$ cat config.mk
export PLATFORM = sky130hd
export DESIGN_NAME = mult_share_rr
export DESIGN_NICKNAME = d
export VERILOG_FILES = /design/src/rtl/mult_share_pkg.sv /design/src/rtl/mult_pipe.sv /design/src/rtl/mult_share_rr.sv
export SDC_FILE = /design/constraint.sdc
export NUM_CORES = 1
export LEC_CHECK = 0
export CAP_MARGIN = 0
export CELL_PAD_IN_SITES_DETAIL_PLACEMENT = 1
export CELL_PAD_IN_SITES_GLOBAL_PLACEMENT = 1
export CORE_ASPECT_RATIO = 1.5
export CORE_MARGIN = 1.5
export CORE_UTILIZATION = 44
export DETAILED_ROUTE_END_ITERATION = 6
export PLACE_DENSITY = 0.88
export SETUP_SLACK_MARGIN = 0.4
export SLEW_MARGIN = 30
export SYNTH_ARGS = -nofsm -noshare
export SYNTH_HDL_FRONTEND = slang
export SYNTH_HIERARCHICAL = 1
export SYNTH_SLANG_ARGS = --single-unit
$ cat constraint.sdc
create_clock -name clk -period 7.5 [get_ports clk]
set_input_delay 0.75 -clock clk [delete_from_list [all_inputs] [get_ports clk]]
set_output_delay 0.75 -clock clk [all_outputs]
set_load 0.02 [all_outputs]
$ cat src/rtl/mult_share_pkg.sv
// Shared constants, stage record and round-robin pick helper
// for the shared multiplier scheduler.
package mult_share_pkg;

    localparam int NUM_REQ = 4;
    localparam int WIDTH   = 16;
    localparam int MUL_LAT = 2;
    localparam int ID_W    = $clog2(NUM_REQ);

    // Widest supported arbiter, used to size the pick helper.
    localparam int MAX_REQ = 8;
    localparam int MAX_IW  = 3;

    typedef struct packed {
        logic              valid;
        logic [ID_W-1:0]   id;
        logic [WIDTH-1:0]  a;
        logic [WIDTH-1:0]  b;
    } stage_t;

    // Returns {found, index}. Search starts one past 'last' and
    // wraps modulo n; the nearest valid requester wins.
    function automatic logic [MAX_IW:0] rr_pick(
        input logic [MAX_REQ-1:0] valid,
        input logic [MAX_IW-1:0]  last,
        input int                 n
    );
        logic [MAX_IW:0]   r;
        logic [MAX_IW-1:0] idx;
        r = '0;
        for (int i = MAX_REQ; i >= 1; i--) begin
            if (i <= n) begin
                idx = MAX_IW'((int'(last) + i) % n);
                if (valid[idx]) begin
                    r = {1'b1, idx};
                end
            end
        end
        return r;
    endfunction

endpackage

$ cat src/rtl/mult_pipe.sv
// Enable-gated unsigned multiplier pipeline carrying a valid bit
// and a requester tag; the whole pipe advances only when i_en.
module mult_pipe #(
    parameter int WIDTH   = 16,
    parameter int MUL_LAT = 2,
    parameter int IW      = 2
) (
    input  logic               clk,
    input  logic               rst,
    input  logic               i_en,
    input  logic               i_valid,
    input  logic [IW-1:0]      i_id,
    input  logic [WIDTH-1:0]   i_a,
    input  logic [WIDTH-1:0]   i_b,
    output logic               o_valid,
    output logic [IW-1:0]      o_id,
    output logic [2*WIDTH-1:0] o_product,
    output logic               o_busy
);
    import mult_share_pkg::*;

    localparam int PW = 2 * WIDTH;

    logic                        r_v0;
    logic [IW-1:0]               r_id0;
    logic [WIDTH-1:0]            r_a;
    logic [WIDTH-1:0]            r_b;

    logic [MUL_LAT-1:0]          w_v;
    logic [MUL_LAT-1:0][IW-1:0]  w_id;
    logic [MUL_LAT-1:0][PW-1:0]  w_p;

    // Stage 0 captures the granted operation (or a bubble).
    always_ff @(posedge clk or posedge rst) begin
        if (rst) begin
            r_v0  <= 1'b0;
            r_id0 <= '0;
            r_a   <= '0;
            r_b   <= '0;
        end else if (i_en) begin
            r_v0  <= i_valid;
            r_id0 <= i_id;
            r_a   <= i_a;
            r_b   <= i_b;
        end
    end

    assign w_v[0]  = r_v0;
    assign w_id[0] = r_id0;
    assign w_p[0]  = PW'(r_a) * PW'(r_b);

    for (genvar k = 1; k < MUL_LAT; k++) begin : g_stg
        logic          r_v;
        logic [IW-1:0] r_id;
        logic [PW-1:0] r_p;

        // Product stage k: shift forward in lockstep with stage 0.
        always_ff @(posedge clk or posedge rst) begin
            if (rst) begin
                r_v  <= 1'b0;
                r_id <= '0;
                r_p  <= '0;
            end else if (i_en) begin
                r_v  <= w_v[k-1];
                r_id <= w_id[k-1];
                r_p  <= w_p[k-1];
            end
        end

        assign w_v[k]  = r_v;
        assign w_id[k] = r_id;
        assign w_p[k]  = r_p;
    end

    assign o_valid   = w_v[MUL_LAT-1];
    assign o_id      = w_id[MUL_LAT-1];
    assign o_product = w_p[MUL_LAT-1];
    assign o_busy    = |w_v;

endmodule

$ cat src/rtl/mult_share_rr.sv
// Round-robin front end sharing one pipelined multiplier among
// NUM_REQ requesters, with a single tagged result channel.
module mult_share_rr #(
    parameter int NUM_REQ = mult_share_pkg::NUM_REQ,
    parameter int WIDTH   = mult_share_pkg::WIDTH,
    parameter int MUL_LAT = mult_share_pkg::MUL_LAT
) (
    input  logic                       clk,
    input  logic                       rst,
    input  logic [NUM_REQ-1:0]         req_valid,
    output logic [NUM_REQ-1:0]         req_ready,
    input  logic [NUM_REQ*WIDTH-1:0]   req_a,
    input  logic [NUM_REQ*WIDTH-1:0]   req_b,
    output logic                       out_valid,
    input  logic                       out_ready,
    output logic [$clog2(NUM_REQ)-1:0] out_id,
    output logic [2*WIDTH-1:0]         out_product,
    output logic                       busy
);
    import mult_share_pkg::*;

    localparam int IW = $clog2(NUM_REQ);

    logic [IW-1:0]      r_last;

    logic               w_adv;
    logic               w_xfer;
    logic               w_found;
    logic [MAX_REQ-1:0] w_vext;
    logic [MAX_IW-1:0]  w_lext;
    logic [MAX_IW:0]    w_pick;
    logic [NUM_REQ-1:0] w_gnt;
    logic [IW-1:0]      w_gidx;
    logic [WIDTH-1:0]   w_a;
    logic [WIDTH-1:0]   w_b;

    // The pipe may move whenever the output slot is free or draining.
    assign w_adv   = !out_valid || out_ready;
    assign w_found = w_pick[MAX_IW];
    assign w_xfer  = w_found && w_adv && !rst;

    // Round-robin pick plus one-hot grant, index and operand mux.
    always_comb begin
        w_vext = '0;
        w_vext[NUM_REQ-1:0] = req_valid;
        w_lext = '0;
        w_lext[IW-1:0] = r_last;
        w_pick = rr_pick(w_vext, w_lext, NUM_REQ);
        w_gnt  = '0;
        w_gidx = '0;
        w_a    = '0;
        w_b    = '0;
        for (int i = 0; i < NUM_REQ; i++) begin
            if (w_found && (w_pick[MAX_IW-1:0] == MAX_IW'(i))) begin
                w_gnt[i] = 1'b1;
                w_gidx   = IW'(i);
                w_a      = req_a[i*WIDTH +: WIDTH];
                w_b      = req_b[i*WIDTH +: WIDTH];
            end
        end
    end

    assign req_ready = w_gnt & {NUM_REQ{w_adv && !rst}};

    // Pointer moves only on a real transfer, never on a stalled grant.
    always_ff @(posedge clk or posedge rst) begin
        if (rst) begin
            r_last <= IW'(NUM_REQ - 1);
        end else if (w_xfer) begin
            r_last <= w_gidx;
        end
    end

    mult_pipe #(
        .WIDTH   (WIDTH),
        .MUL_LAT (MUL_LAT),
        .IW      (IW)
    ) u_pipe (
        .clk       (clk),
        .rst       (rst),
        .i_en      (w_adv),
        .i_valid   (w_xfer),
        .i_id      (w_gidx),
        .i_a       (w_a),
        .i_b       (w_b),
        .o_valid   (out_valid),
        .o_id      (out_id),
        .o_product (out_product),
        .o_busy    (busy)
    );

endmodule

==> flow_summary_export.csv, run 1 <==
group,metric,value,unit
outcome,outcome,"finished clean",
critical_path,worst_setup_path_start_kind,"flip-flop",
die,rows,75,
clock_network,htreeDepth,3,
sta,worstMarginPinSlew,0.883,ns
sta,period_needed,6.63,ns
critical_path,cp-end-kind,"flip-flop",
clock_network,path_clk_slew,0.06,ns
critical_path,path_cells,"nand2_1 > fa_1 > inv_1 > fa_1 > inv_1 > fa_1 > inv_1 > fa_1 > fa_1 > inv_1 > fa_1 > inv_1 > ha_1 > o21ai_0 > nor3_2 > a21oi_2 > a211oi_4 > a211oi_2 > o2111a_1 > a221o_1",
clock_network,cts_sinks,72,
sta,clock.fmax,151,MHz
sta,hold_viol_final,0,
sta,finalMaxSlewViolations,0,
yosys,yosysMostFrequentCell,"inv_1",
route,wirelength,41900,um
yosys,yosysSeqAreaShare,14.3,%
clock_network,hold_buffers,0,
yosys,synth_common_cells,"231 x inv_1, 194 x fa_1, 160 x nand2_1, 127 x and2_1, 104 x ha_1",
yosys,syn_nets,1783,
sta,rsz0062_at_grt,"no",
global_route,grt_pass1_vias,12600,
critical_path,r2r_slack,0.87,ns
critical_path,cp.arrival,6.86,ns
global_route,grt_antenna_before_repair,0,
sta,finalSetupTns,0,ns
sta,min_period_over_period,88.3,%
clock_network,post_cts_buffers,0,
flow_run,cap_violations,0,
critical_path,crit_required,7.74,ns
yosys,synth.avg_cell_area,9.36,um2
layout,antenna_cells,0,
yosys,synth_edf_count,0,
layout,design_area,14700,um2
yosys,post_synth_num_cell_types,74,
route,vias,10500,
clock_network,clock_path_buffers,2,
global_route,grt_pass1_wl,66300,um
layout,postLayoutCoreUtil,52.1,%
hold_path,min_to,"u_pipe/o_product[8]",
die,die_area,29800,um2
route,drt-initial-drc-count,565,
route,drc,0,
yosys,synth_top_area_share,30.7,%
clock_network,post_cts_resized,0,
yosys,ys_warn_count,6,
critical_path,reg2reg_from,"u_pipe/r_b[7]",
critical_path,reg2reg_depth,20,
placed_design,dpl.cell_count,1780,
clock_network,cts_tree,"done",
hold_path,hold_depth,1,
yosys,netlist_top_cells_area,"fa_1 31%, dfrtp_1 14%, ha_1 10%",
die,ioPinCount,175,
placed_design,gp_congestion,0.919,
global_route,track_usage,29.4,%
yosys,ys_seq_elements,72,
die,die_h,211,um
sta,setup_viol,0,
route,first_pass_iters,7,
route,wl_per_cell,23.3,um
global_route,grt_max_degree,71,
die,core-area,28200,um2
layout,area_growth,16.1,%
yosys,ys.flop_type,"dfrtp_1",
clock_network,clkLatencyLatePin,0.36,ns
yosys,synth-async-reset-ratio,100,%
sta,maxSlewHeadroom,41.1,%
critical_path,worst-path-max-fanout,17,
critical_path,cp_slowest_stage_delay,0.87,ns
clock_network,clockRootBuffer,"clkbuf_16",
placed_design,placed_area,14300,um2
yosys,netlist_area,12600,um2
critical_path,critical_path_class,"reg -> reg",
critical_path,crit_top_cell,"fa_1",
yosys,netlist_instances,1350,
critical_path,crit_slowest_cell,"dfrtp_1",
hold_path,hold_path_class,"reg -> reg",
die,die_w,141,um
critical_path,r2r-end,"u_pipe/o_product[25]",
clock_network,cts_buffers,9,
placed_design,dp_hpwl,32100,um
hold_path,hp-start,"u_pipe/o_product[8]",
route,vias_per_cell,5.86,
global_route,overflow,0,
sta,finalClockSkew,0.00701,ns
critical_path,path_buf_inv,5,
route,postRouteAntennaNets,0,
die,initial_core_util,44.9,%
layout,fin_nets,1878,
layout,finalNonFillerCells,1796,
layout,drive_gt1_share,7.79,%
placed_design,port_buffers,174,
critical_path,crit_family,"adder cells",
yosys,synth.largest_area_cell,"fa_1",
==> metrics by stage <==
| step | hold slack [ns] | setup slack (ns) |
|---|---|---|
| floorplan | 0.454 | 1.76 |
| finish | 0.489 | 0.875 |
| CTS | 0.495 | 0.930 |
| detailed placement | 0.481 | 1.04 |
| global placement | 0.473 | 1.26 |
| global route | 0.529 | 0.704 |
==> cell type report <==
cell class                 instances  area, um2
tap                              346        433
multi-input combinational        948       9440
sequential                        72       1800
fill                            3173      13500
clock buffer                      12        246
inverter                         233        875
timing repair buffer             181       1800
clock inverter                     4       76.3
==> state kept, by name (all words and copies together) (netlist names) <==
name / count
u_pipe/r_id0: 2
u_pipe/r_v0: 1
u_pipe/o_id: 2
u_pipe/o_product: 32
r_last: 2
u_pipe/o_valid: 1
u_pipe/r_a: 16
u_pipe/r_b: 16
==> how the worst max path moves through the flow <==
stage | from | cells after the start | to | slack, ns
floorplan | u_pipe/r_b[9] | 22 | u_pipe/o_product[30] | 1.76
global placement | u_pipe/r_b[7] | 20 | u_pipe/o_product[25] | 1.26
detailed placement | u_pipe/r_b[7] | 20 | u_pipe/o_product[25] | 1.04
CTS | u_pipe/r_b[7] | 20 | u_pipe/o_product[30] | 0.93
global route | u_pipe/r_b[7] | 20 | u_pipe/o_product[30] | 0.70
finish | u_pipe/r_b[7] | 20 | u_pipe/o_product[25] | 0.87
==> per-layer routing <==
layer	vias to the layer above	GRT usage, %	wire, um
met4	0	21.3	3070
met2	368	56.9	23600
met3	187	3.13	1320
li1	4502	-	-
met1	5468	28.4	13900
met5	-	0	0
==> layout by cell type, fill, tap and decap left out, types with 3 or more instances in the layout <==
cell type and count:
a21oi_1 58, o21ai_0 18, ha_1 104, xnor2_1 15, a211oi_1 3, clkdlybuf4s50_1 174
mux2i_1 3, clkbuf_16 9, mux2_2 55, xor2_1 6, a221o_1 7, nor2_1 26
o211ai_1 6, buf_4 6, o2bb2ai_1 28, o21ai_1 9, a21o_1 15, o21a_1 3
inv_1 230, a221oi_1 20, and3_1 4, nand2_1 160, nor3_1 8, o311a_1 3
a22oi_1 3, a221oi_2 10, dfrtp_1 70, fa_1 194, nand3_1 7, inv_2 3
nor2b_1 6, a21oi_2 4, and2_1 127
==> kinds of logic (layout without fill, tap and decap cells) <==
family          after synthesis  in the layout  share of synthesized area (%)
compound gates              213            213                           12.8
xor+xnor                     21             21                           1.46
fa+ha+maj                   298            298                           41.0
buf+inv                     330            430                           11.1
flops                        72             72                           14.3
mux                          59             59                           5.23
simple gates                357            357                           14.1
Power of run 1 is not shown: default switching activity piles up to over one toggle a cycle in this logic, so the estimate is an artifact.
==> inputs of run 2 (changes only) <==
--- a/config.mk
+++ b/config.mk
@@ -19,3 +19,4 @@
 export SYNTH_HDL_FRONTEND = slang
 export SYNTH_HIERARCHICAL = 1
 export SYNTH_SLANG_ARGS = --single-unit
+export TNS_END_PERCENT = 10
==> results of run 2 <==
Final layout, timing and power as in run 1 (identical DEF).
Power of run 2 is left out for the same reason.
